[config.mk]
export PLATFORM = sky130hd
export DESIGN_NAME = rv32i_pipe_ctrl
export DESIGN_NICKNAME = d
export VERILOG_FILES = /design/src/rtl/rv32i_ctrl_pkg.sv /design/src/rtl/rv32i_decode.sv /design/src/rtl/rv32i_pipe_ctrl.sv
export SDC_FILE = /design/constraint.sdc
export NUM_CORES = 1
export LEC_CHECK = 0
export ABC_AREA = 0
export CORE_UTILIZATION = 54
export DETAILED_ROUTE_END_ITERATION = 12
export PLACE_DENSITY = 0.9
export REMOVE_ABC_BUFFERS = 1
export SLEW_MARGIN = 25
export SYNTH_ARGS = -nofsm -noshare
export SYNTH_HDL_FRONTEND = slang
export SYNTH_HIERARCHICAL = 1
export SYNTH_SLANG_ARGS = --single-unit
export TNS_END_PERCENT = 30
[constraint.sdc]
create_clock -name CLK -period 8 [get_ports CLK]
set_input_delay 1.6 -clock CLK [delete_from_list [all_inputs] [get_ports CLK]]
set_output_delay 1.6 -clock CLK [all_outputs]
set_load 0.1 [all_outputs]
[src/rtl/rv32i_ctrl_pkg.sv]
// Shared encodings and the control bundle carried from ID down to WB.
package rv32i_ctrl_pkg;

  localparam logic [6:0] OP_LUI    = 7'b0110111;
  localparam logic [6:0] OP_AUIPC  = 7'b0010111;
  localparam logic [6:0] OP_JAL    = 7'b1101111;
  localparam logic [6:0] OP_JALR   = 7'b1100111;
  localparam logic [6:0] OP_BRANCH = 7'b1100011;
  localparam logic [6:0] OP_LOAD   = 7'b0000011;
  localparam logic [6:0] OP_STORE  = 7'b0100011;
  localparam logic [6:0] OP_IMM    = 7'b0010011;
  localparam logic [6:0] OP_REG    = 7'b0110011;
  localparam logic [6:0] OP_FENCE  = 7'b0001111;
  localparam logic [6:0] OP_SYSTEM = 7'b1110011;

  localparam logic [6:0] F7_BASE = 7'b0000000;
  localparam logic [6:0] F7_ALT  = 7'b0100000;

  typedef enum logic [3:0] {
    ALU_ADD    = 4'h0,
    ALU_SUB    = 4'h1,
    ALU_AND    = 4'h2,
    ALU_OR     = 4'h3,
    ALU_XOR    = 4'h4,
    ALU_SLL    = 4'h5,
    ALU_SRL    = 4'h6,
    ALU_SRA    = 4'h7,
    ALU_SLT    = 4'h8,
    ALU_SLTU   = 4'h9,
    ALU_PASS_B = 4'hA
  } alu_op_e;

  typedef enum logic [3:0] {
    IMM_I = 4'd0,
    IMM_S = 4'd1,
    IMM_B = 4'd2,
    IMM_U = 4'd3,
    IMM_J = 4'd4
  } imm_src_e;

  typedef enum logic [1:0] {
    SIZE_B = 2'd0,
    SIZE_H = 2'd1,
    SIZE_W = 2'd2
  } ld_size_e;

  typedef struct packed {
    alu_op_e    alu_ctrl;
    logic       alu_src;
    logic       alu_src_a;
    imm_src_e   imm_src;
    logic       pcs_dire;
    logic       pc_4;
    logic       mem_write;
    ld_size_e   load_size;
    logic       load_uns;
    logic       mem_to_reg;
    logic       reg_write;
    logic [4:0] rd;
    logic       is_load;
    logic       is_branch;
    logic       is_jal;
    logic       is_jalr;
    logic       illegal;
  } ctrl_bundle_t;

  // ALU op for OP / OP-IMM; alt selects SUB/SRA (funct7 bit 5)
  function automatic alu_op_e alu_from_funct(input logic [2:0] funct3, input logic alt);
    alu_op_e op;
    case (funct3)
      3'd0:    op = alt ? ALU_SUB : ALU_ADD;
      3'd1:    op = ALU_SLL;
      3'd2:    op = ALU_SLT;
      3'd3:    op = ALU_SLTU;
      3'd4:    op = ALU_XOR;
      3'd5:    op = alt ? ALU_SRA : ALU_SRL;
      3'd6:    op = ALU_OR;
      3'd7:    op = ALU_AND;
      default: op = ALU_ADD;
    endcase
    return op;
  endfunction

endpackage

[src/rtl/rv32i_decode.sv]
// Combinational ID-stage decoder: instruction word -> control bundle plus
// register-use flags for hazard detection. Undecodable words yield an empty
// bundle tagged illegal, which can never write state or redirect.
module rv32i_decode
  import rv32i_ctrl_pkg::*;
(
  input  logic [31:0]  instr,
  output ctrl_bundle_t ctrl,
  output logic         use_rs1,
  output logic         use_rs2
);

  logic [6:0] opcode;
  logic [2:0] funct3;
  logic [6:0] funct7;
  logic [4:0] rd_field;

  assign opcode   = instr[6:0];
  assign funct3   = instr[14:12];
  assign funct7   = instr[31:25];
  assign rd_field = instr[11:7];

  // Opcode/funct decode into the control bundle
  always_comb begin
    ctrl_bundle_t b;
    logic legal;
    logic writes;
    logic u1;
    logic u2;
    b      = '0;
    legal  = 1'b0;
    writes = 1'b0;
    u1     = 1'b0;
    u2     = 1'b0;
    case (opcode)
      OP_LUI: begin
        legal = 1'b1; writes = 1'b1;
        b.alu_ctrl = ALU_PASS_B; b.alu_src = 1'b1; b.imm_src = IMM_U;
      end
      OP_AUIPC: begin
        legal = 1'b1; writes = 1'b1;
        b.alu_ctrl = ALU_ADD; b.alu_src = 1'b1; b.alu_src_a = 1'b1; b.imm_src = IMM_U;
      end
      OP_JAL: begin
        legal = 1'b1; writes = 1'b1;
        b.alu_ctrl = ALU_ADD; b.alu_src = 1'b1; b.alu_src_a = 1'b1; b.imm_src = IMM_J;
        b.pc_4 = 1'b1; b.is_jal = 1'b1;
      end
      OP_JALR: begin
        legal = (funct3 == 3'd0); writes = 1'b1; u1 = 1'b1;
        b.alu_ctrl = ALU_ADD; b.alu_src = 1'b1; b.imm_src = IMM_I;
        b.pcs_dire = 1'b1; b.pc_4 = 1'b1; b.is_jalr = 1'b1;
      end
      OP_BRANCH: begin
        legal = (funct3[2:1] != 2'b01); u1 = 1'b1; u2 = 1'b1;
        b.alu_ctrl  = funct3[2] ? (funct3[1] ? ALU_SLTU : ALU_SLT) : ALU_SUB;
        b.imm_src   = IMM_B;
        b.is_branch = 1'b1;
      end
      OP_LOAD: begin
        // LB LH LW LBU LHU only
        legal = (funct3[1:0] != 2'b11) && !(funct3[2] && funct3[1]);
        writes = 1'b1; u1 = 1'b1;
        b.alu_ctrl = ALU_ADD; b.alu_src = 1'b1; b.imm_src = IMM_I;
        b.mem_to_reg = 1'b1; b.is_load = 1'b1;
        b.load_size = ld_size_e'(funct3[1:0]); b.load_uns = funct3[2];
      end
      OP_STORE: begin
        legal = !funct3[2] && (funct3[1:0] != 2'b11); u1 = 1'b1; u2 = 1'b1;
        b.alu_ctrl = ALU_ADD; b.alu_src = 1'b1; b.imm_src = IMM_S;
        b.mem_write = 1'b1; b.load_size = ld_size_e'(funct3[1:0]);
      end
      OP_IMM: begin
        if (funct3 == 3'd1) begin
          legal = (funct7 == F7_BASE);
        end else if (funct3 == 3'd5) begin
          legal = (funct7 == F7_BASE) || (funct7 == F7_ALT);
        end else begin
          legal = 1'b1;
        end
        writes = 1'b1; u1 = 1'b1;
        b.alu_ctrl = alu_from_funct(funct3, (funct3 == 3'd5) && funct7[5]);
        b.alu_src  = 1'b1; b.imm_src = IMM_I;
      end
      OP_REG: begin
        legal = (funct7 == F7_BASE) ||
                ((funct7 == F7_ALT) && ((funct3 == 3'd0) || (funct3 == 3'd5)));
        writes = 1'b1; u1 = 1'b1; u2 = 1'b1;
        b.alu_ctrl = alu_from_funct(funct3, funct7[5]);
      end
      OP_FENCE, OP_SYSTEM: begin
        // No architectural effect on this control path
        legal = 1'b1;
      end
      default: begin
        legal = 1'b0;
      end
    endcase

    if (legal) begin
      b.reg_write = writes && (rd_field != 5'd0);
      b.rd        = b.reg_write ? rd_field : 5'd0;
      ctrl        = b;
      use_rs1     = u1;
      use_rs2     = u2;
    end else begin
      ctrl         = '0;
      ctrl.illegal = 1'b1;
      use_rs1      = 1'b0;
      use_rs2      = 1'b0;
    end
  end

endmodule

[src/rtl/rv32i_pipe_ctrl.sv]
// Pipelined RV32I control: decodes in ID, then carries the bundle through
// valid-tagged EX/MEM/WB registers. Handles load-use stall and taken-redirect
// flush on the ID->EX boundary; MEM and WB advance every cycle.
module rv32i_pipe_ctrl
  import rv32i_ctrl_pkg::*;
#(
  parameter int REG_AW      = 5,
  parameter int HAZARD_EN   = 1,
  parameter int FLUSH_SLOTS = 1
) (
  input  logic              CLK,
  input  logic              rst,
  input  logic              id_valid,
  input  logic [31:0]       Instr,
  output logic              id_ready,
  input  logic              Condex,
  output logic [3:0]        ALUControl,
  output logic              ALUSrc,
  output logic              ALUSrc_A,
  output logic [3:0]        ImmSrc,
  output logic              PCSrc,
  output logic              PCS_dire,
  output logic              PC_4,
  output logic              flush_if,
  output logic              MemWrite,
  output logic [1:0]        Load_size,
  output logic              Load_uns,
  output logic              MemtoReg,
  output logic              RegWrite,
  output logic [REG_AW-1:0] wb_rd,
  output logic              illegal
);

  ctrl_bundle_t id_ctrl;
  ctrl_bundle_t ex_ctrl;
  ctrl_bundle_t mem_ctrl;
  ctrl_bundle_t wb_ctrl;
  logic         id_use_rs1;
  logic         id_use_rs2;
  logic         ex_valid;
  logic         mem_valid;
  logic         wb_valid;
  logic         redirect;
  logic         load_use;
  logic         stall;
  logic         wb_unused;

  rv32i_decode u_decode (
    .instr   (Instr),
    .ctrl    (id_ctrl),
    .use_rs1 (id_use_rs1),
    .use_rs2 (id_use_rs2)
  );

  // Taken redirect from the EX slot; Condex only matters for branches
  always_comb begin
    redirect = ex_valid & (ex_ctrl.is_jal | ex_ctrl.is_jalr | (ex_ctrl.is_branch & Condex));
  end

  // Load-use: the ID instruction reads the register a load in EX will write
  always_comb begin
    if (HAZARD_EN != 0) begin
      load_use = id_valid && ex_valid && ex_ctrl.is_load && (ex_ctrl.rd != 5'd0) &&
                 ((id_use_rs1 && (Instr[19:15] == ex_ctrl.rd)) ||
                  (id_use_rs2 && (Instr[24:20] == ex_ctrl.rd)));
    end else begin
      load_use = 1'b0;
    end
    // A redirect discards the ID instruction anyway, so it overrides the stall
    stall = load_use & ~redirect;
  end

  // ID->EX advances unless stalled or flushed; MEM and WB always shift
  always_ff @(posedge CLK or posedge rst) begin
    if (rst) begin
      ex_valid  <= 1'b0;
      ex_ctrl   <= '0;
      mem_valid <= 1'b0;
      mem_ctrl  <= '0;
      wb_valid  <= 1'b0;
      wb_ctrl   <= '0;
    end else begin
      if (redirect || stall || !id_valid) begin
        ex_valid <= 1'b0;
        ex_ctrl  <= '0;
      end else begin
        ex_valid <= 1'b1;
        ex_ctrl  <= id_ctrl;
      end
      mem_valid <= ex_valid;
      mem_ctrl  <= ex_ctrl;
      wb_valid  <= mem_valid;
      wb_ctrl   <= mem_ctrl;
    end
  end

  // Stage-gated control outputs; an empty stage drives all zeros
  always_comb begin
    id_ready = ~stall;
    if (ex_valid) begin
      ALUControl = ex_ctrl.alu_ctrl;
      ALUSrc     = ex_ctrl.alu_src;
      ALUSrc_A   = ex_ctrl.alu_src_a;
      ImmSrc     = ex_ctrl.imm_src;
      PCS_dire   = ex_ctrl.pcs_dire;
      illegal    = ex_ctrl.illegal;
    end else begin
      ALUControl = 4'd0;
      ALUSrc     = 1'b0;
      ALUSrc_A   = 1'b0;
      ImmSrc     = 4'd0;
      PCS_dire   = 1'b0;
      illegal    = 1'b0;
    end
    PCSrc    = redirect;
    flush_if = (FLUSH_SLOTS == 2) ? redirect : 1'b0;
    if (mem_valid) begin
      MemWrite  = mem_ctrl.mem_write;
      Load_size = mem_ctrl.load_size;
      Load_uns  = mem_ctrl.load_uns;
    end else begin
      MemWrite  = 1'b0;
      Load_size = 2'd0;
      Load_uns  = 1'b0;
    end
    if (wb_valid) begin
      PC_4     = wb_ctrl.pc_4;
      MemtoReg = wb_ctrl.mem_to_reg;
      RegWrite = wb_ctrl.reg_write;
      wb_rd    = wb_ctrl.rd[REG_AW-1:0];
    end else begin
      PC_4     = 1'b0;
      MemtoReg = 1'b0;
      RegWrite = 1'b0;
      wb_rd    = '0;
    end
  end

  // WB only consumes part of the bundle
  assign wb_unused = ^wb_ctrl;

endmodule
==> flow_metrics.tcl, run 1 <==
set metrics [dict create \
    drc_errors 0 \
    finalHoldViolCount 0 \
    postCtsHoldBufs 0 \
    chipHeight_um 72.68 \
    power.leakage_nw 1.401 \
    row_count 25 \
    avgViaCountPerCell 5.587 \
    pre_cts_ws_ns 1.599 \
    r2r_end "ex_ctrl[16]" \
    hold_depth 0 \
    worst_slack_ns 1.622 \
    drt_iter0_markers 109 \
    yosys_warnings 6 \
    grt_usage 0.2232 \
    ys_types 47 \
    cts_tree "built" \
    worstSetupStartpoint "Instr[5]" \
    routed_wl_um 5474 \
    cts_buffers 5 \
    slew_headroom 0.3408 \
    finalClockSkew_ns 0.006457 \
    grt_pass1_vias 1990 \
    async_flop_share 1.000 \
    clock_latency_ns 0.30 \
    ys_dominant_reg_cell "dfrtp_1" \
    first_pass_iters 5 \
    core_mm2 0.004755 \
    die-width_um 72.68 \
    slew_violations 0 \
    rsz0062_at_grt "no" \
    ir_drop_mv 0.07416 \
    clkSinkCount 51 \
    diodes 0 \
    setup_viol 0 \
    synth_simple_gate_area_share 0.2806 \
    critPathMaxFanout 30 \
    synthMuxAreaShare 0 \
    layout_common_cells "60 x clkdlybuf4s50_1, 51 x dfrtp_1, 36 x a21oi_1" \
    multi_input_area_mm2 0.001217 \
    clk_pin_slew_ns 0.08 \
    initial_core_util 0.5674 \
    maxCapViolCount 0 \
    max_freq_mhz 156.8 \
    ctsResizeCount 0 \
    startpoint_type "input pin" \
    yosys.area_share.adder 0 \
    hold_start "mem_ctrl[16]" \
    portBuffers 61 \
    synth_seq_cells 51 \
    wl_per_cell_um 14.04 \
    routabilityCongestion 0.8895 \
    regArea_mm2 0.001276 \
    syn_area_mm2 0.002698 \
    seq_area_frac_synth 0.4731 \
    regToRegStartpoint "ex_ctrl[3]" \
    finalCritPeriodShare 0.7972 \
    rr_worst_depth 4 \
    synth_edf_count 0 \
    fp.dieArea_mm2 0.005282 \
    period_minus_slack_ns 6.378 \
    cts_max_level 2 \
    cp.required_ns 6.40 \
    synth_compound_area_frac 0.1340 \
    grt_max_degree 52 \
    cp-end-kind "output port" \
    areaGrowthSynthToFinish_pct 24.17 \
    fillers 370 \
    dp_hpwl_um 3942 \
    vias 2179 \
    arrival_ns 4.78 \
    endpoint "id_ready" \
    synth_top_family_by_area "simple AND/OR/NAND/NOR gates" \
    antenna_found_initial 0 \
    grt_pass1_wl_um 9135 \
    layout.nets 358 \
    layout_commonest_cell "clkdlybuf4s50_1" \
    syn_avg_cell_area_um2 9.704 \
    io_pins 63 \
    cts_max_path_buffers 2 \
    layout-drive-gt1-share 0.1176 \
    synth-xor-area-share 0.03247 \
    worst_pin_slew_ns 0.9857 \
    crit_type "input pin to output port" \
    postRouteAntennaNets 0 \
    total_power_w 0.0005008 \
    synth_cells 278 \
    postCtsSetupRepairBufs 0 \
    root_buffer "clkbuf_8" \
    overflow 0 \
    hold_class "register to register" \
    outcome "completed" \
    r2r_slack_ns 6.38 \
    p_per_area_mw_per_mm2 149.5 \
    setup_tns_ns 0 \
]
[synth_stat cells, drive strengths merged (2+ instances only)]
| cell | instances | area, µm² |
|---|---|---|
| buf | 21 | 166.4 |
| o31ai | 2 | 15.01 |
| nor4 | 4 | 37.53 |
| nor3 | 6 | 30.03 |
| nand2b | 3 | 18.77 |
| nand4b | 2 | 17.52 |
| conb | 2 | 7.510 |
| xnor2 | 10 | 87.58 |
| or2 | 2 | 12.51 |
| nor2 | 18 | 87.59 |
| nor3b | 2 | 15.01 |
| dfrtp | 51 | 1276 |
| a211oi | 3 | 27.52 |
| o21ai | 6 | 30.03 |
| clkbuf | 6 | 22.52 |
| nor4b | 2 | 38.78 |
| nand3 | 31 | 155.2 |
| and2 | 24 | 150.1 |
| o211ai | 2 | 15.01 |
| nand4 | 4 | 31.28 |
| or4 | 2 | 15.01 |
| a21oi | 38 | 193.9 |
| nand3b | 2 | 15.01 |
| a2111oi | 2 | 23.77 |
| nand2 | 17 | 63.81 |
| inv | 5 | 18.76 |
[through the flow]
step                      cells  hold slack [ns]    util  instance area, µm²
final                       390           0.3526  0.7045                3349
after global routing        390           0.3563  0.7045                3349
after CTS                   389           0.3537  0.7018                3337
after detailed placement    381           0.3347  0.6771                3219
after global placement      381           0.3321  0.6771                3219
after floorplan             251           0.3312       -                2509
[power by group]
part | switching (W) | internal, W | leakage (nW) | total [W]
registers | 0.00000193 | 0.000260 | 0.702 | 0.000261
logic | 0.0000348 | 0.0000253 | 0.638 | 0.0000601
clock network | 0.0000781 | 0.000101 | 0.0612 | 0.000179
total | 0.000115 | 0.000386 | 1.40 | 0.000501
[cell families after synthesis]
group | after synthesis
simple gates | 126
buf+inv | 32
other cells | 2
compound gates | 57
xor+xnor | 10
flops | 51
[area by class of cell]
cell class                      instances  share of cell area
Sequential cell                        51              0.3810
Multi-Input combinational cell        195              0.3635
Timing Repair Buffer                   64              0.1894
Tap cell                               67             0.02503
Clock buffer                            6             0.02465
Clock inverter                          2             0.01046
Inverter                                5            0.005977
[sequential cells by signal, summed over array words and instances (netlist names)]
register   flops
ex_ctrl       28
ex_valid       1
mem_ctrl      12
mem_valid      1
wb_ctrl        8
wb_valid       1
[how the worst min path moves through the flow]
stage	end	slack [ns]
3_5_place_dp	wb_ctrl[11]	0.33
4_1_cts	wb_ctrl[16]	0.35
5_1_grt	wb_ctrl[16]	0.36
6_report	wb_ctrl[16]	0.35
3_3_place_gp	wb_ctrl[7]	0.33
2_1_floorplan	mem_ctrl[10]	0.33
[worst max-delay path, stage by stage]
cell,delay [ns]
clkdlybuf4s50_1,0.78
or3b_1,0.41
a2111oi_2,0.36
o31ai_1,0.13
nor4b_4,0.19
buf_6,0.18
nor4_2,0.20
nand2_1,0.09
o22ai_2,0.14
buf_4,0.31
nand3_1,0.12
buf_4,0.25
[layer usage]
metal	track usage	share of wire	vias up
met5	0	0	-
met4	0.1024	0.026	0
li1	-	-	1043
met1	0.2969	0.44	1027
met3	0.04144	0.048	14
met2	0.3562	0.49	95
Note: power is estimated with default switching activity, not from simulation.
==> run 2, diff against run 1 <==
--- a/config.mk
+++ b/config.mk
@@ -6,9 +6,9 @@
 export NUM_CORES = 1
 export LEC_CHECK = 0
 export ABC_AREA = 0
-export CORE_UTILIZATION = 54
+export CORE_UTILIZATION = 50
 export DETAILED_ROUTE_END_ITERATION = 12
-export PLACE_DENSITY = 0.9
+export PLACE_DENSITY = 0.85
 export REMOVE_ABC_BUFFERS = 1
 export SLEW_MARGIN = 25
 export SYNTH_ARGS = -nofsm -noshare
==> constraint.sdc (replaced) <==
create_clock -name CLK -period 6 [get_ports CLK]
set_input_delay 1.2 -clock CLK [delete_from_list [all_inputs] [get_ports CLK]]
set_output_delay 1.2 -clock CLK [all_outputs]
set_load 0.1 [all_outputs]
==> flow_metrics.tcl, run 2 (same netlist as run 1, synthesis figures left out) <==
set metrics [dict create \
    outcome "completed" \
    grt_pass1_wl_um 8942 \
    p_sw_w 0.0001603 \
    dp_hpwl_um 3885 \
    routed_wl_um 5293 \
    core_mm2 0.005140 \
    p_per_area_mw_per_mm2 186.5 \
    cts_buffers 5 \
    initial_core_util 0.5248 \
    cp_num_buf_inv 3 \
    pwr-share-clk 0.313 \
    setup_tns_ns 0 \
    arrival_ns 4.15 \
    startpoint_type "input pin" \
    combPwrFrac 0.128 \
    chipHeight_um 75.45 \
    maxCapViolCount 0 \
    whs_ns 0.3534 \
    hold_class "register to register" \
    root_buffer "clkbuf_8" \
    cts_max_level 2 \
    areaGrowthSynthToFinish_pct 23.98 \
    critPathMaxFanout 16 \
    clock_latency_ns 0.30 \
    path_cells "clkdlybuf4s50_1, or3b_1, a2111oi_2, o31ai_1, nor4b_4, buf_4, nor4_2, nand2_1, o22ai_2, nand3_1, buf_12" \
    ctsResizeCount 0 \
    crit_type "input pin to output port" \
    max_freq_mhz 186.9 \
    slew_violations 0 \
    routabilityCongestion 0.8545 \
    layout_common_cells "60 x clkdlybuf4s50_1, 51 x dfrtp_1, 36 x a21oi_1" \
    cpPeakStageDelay_ns 0.78 \
    cts_max_path_buffers 2 \
    clk_pin_slew_ns 0.08 \
    finalHoldViolCount 0 \
    postCtsHoldBufs 0 \
    io_pins 63 \
    top_register "ex_ctrl" \
    largest_reg_flops 28 \
    top_regs "ex_ctrl: 28 flops, mem_ctrl: 12 flops, wb_ctrl: 8 flops" \
    power.leakage_nw 1.390 \
    rsz0062_at_grt "no" \
    layout-drive-gt1-share 0.1204 \
    finalClockSkew_ns 0.007718 \
    grt_usage 0.2080 \
    postRouteAntennaNets 0 \
    drt_iter0_markers 114 \
    grt_max_degree 52 \
    fp.dieArea_mm2 0.005693 \
    finalCritPeriodShare 0.8918 \
    avgViaCountPerCell 5.434 \
    layout.nets 359 \
    clkSinkCount 51 \
    wl_per_cell_um 13.43 \
    vias 2141 \
    period_minus_slack_ns 5.351 \
    drc_errors 0 \
    die-width_um 75.45 \
    cts_tree "built" \
    antenna_found_initial 0 \
    cp_top_family "buffers and inverters" \
    diodes 0 \
    worst_pin_slew_ns 0.9760 \
    slew_headroom 0.3473 \
    layout_commonest_cell "clkdlybuf4s50_1" \
    grt_pass1_vias 1904 \
    overflow 0 \
    cp-end-kind "output port" \
    pwr-share-seq 0.559 \
    row_count 26 \
    fin_util 0.6507 \
    setup_viol 0 \
    cp_slowest_cell "clkdlybuf4s50_1" \
    total_power_w 0.0006237 \
    cp.required_ns 4.80 \
    first_pass_iters 4 \
    swShare 0.2570 \
    portBuffers 61 \
    ir_drop_mv 0.08965 \
    postCtsSetupRepairBufs 0 \
    cellInternalPower_w 0.0004634 \
]
## run 2: cell count changes in the layout (fill, tap and decap cells not counted)
| cell | delta |
|---|---|
| buf_6 | -1 |
| buf_4 | +1 |
| buf_12 | +1 |
| inv_6 | +1 |
| clkbuf_8 | -1 |
| clkinv_2 | -1 |
| bufinv_16 | -1 |
| clkinvlp_4 | +2 |
## run 2: area by class of cell
type | instances | area (µm²)
Fill cell | 435 | 1795
Clock inverter | 3 | 23.77
Sequential cell | 51 | 1276
Inverter | 5 | 20.02
Multi-Input combinational cell | 195 | 1217
Tap cell | 70 | 87.58
Timing Repair Buffer | 65 | 650.6
Clock buffer | 5 | 68.82
## run 2: final timing paths
check | start | endpoint | slack (ns) | cells past startpoint
min | ex_ctrl[13] | mem_ctrl[13] | 0.35 | 0
max | Instr[5] | id_ready | 0.65 | 11
min reg2reg | ex_ctrl[13] | mem_ctrl[13] | 0.35 | 0
max in group asynchronous | rst | wb_valid | 4.16 | 2
max reg2reg | ex_ctrl[3] | ex_ctrl[9] | 4.42 | 4
min in group asynchronous | rst | ex_ctrl[20] | 1.35 | 2
## run 2: metal layers
metal / vias to the layer above / global-route usage / wire length [µm]
met2: 73 / 0.3502 / 2718
met5: - / 0 / 0
met3: 11 / 0.03439 / 202
met4: 0 / 0.06996 / 111
met1: 1011 / 0.2741 / 2260
li1: 1046 / - / -
## run 2: power by group through the flow
stage	Sequential (W)	Clock, W	Combinational [W]
2_1_floorplan	0.000355	0	0.0000368
3_3_place_gp	0.000355	0	0.0000789
3_5_place_dp	0.000356	0	0.0000798
4_1_cts	0.000349	0.000197	0.0000801
5_1_grt	0.000349	0.000212	0.0000873
6_report	0.000349	0.000195	0.0000798
## run 2: worst register-to-register path, stage by stage, from the launching register on
cell and delay (ns):
dfrtp_1 0.37, a211oi_1 0.32, or2b_2 0.50, nand3_1 0.16, a21oi_1 0.17
## run 2: per-stage QoR
stage	setup WS, ns	instances	area (µm²)
after detailed placement	0.6178	385	3243
after floorplan	0.5901	251	2509
after global placement	0.6750	385	3243
after global routing	0.3995	394	3344
after CTS	0.5795	393	3336
final	0.6489	394	3344
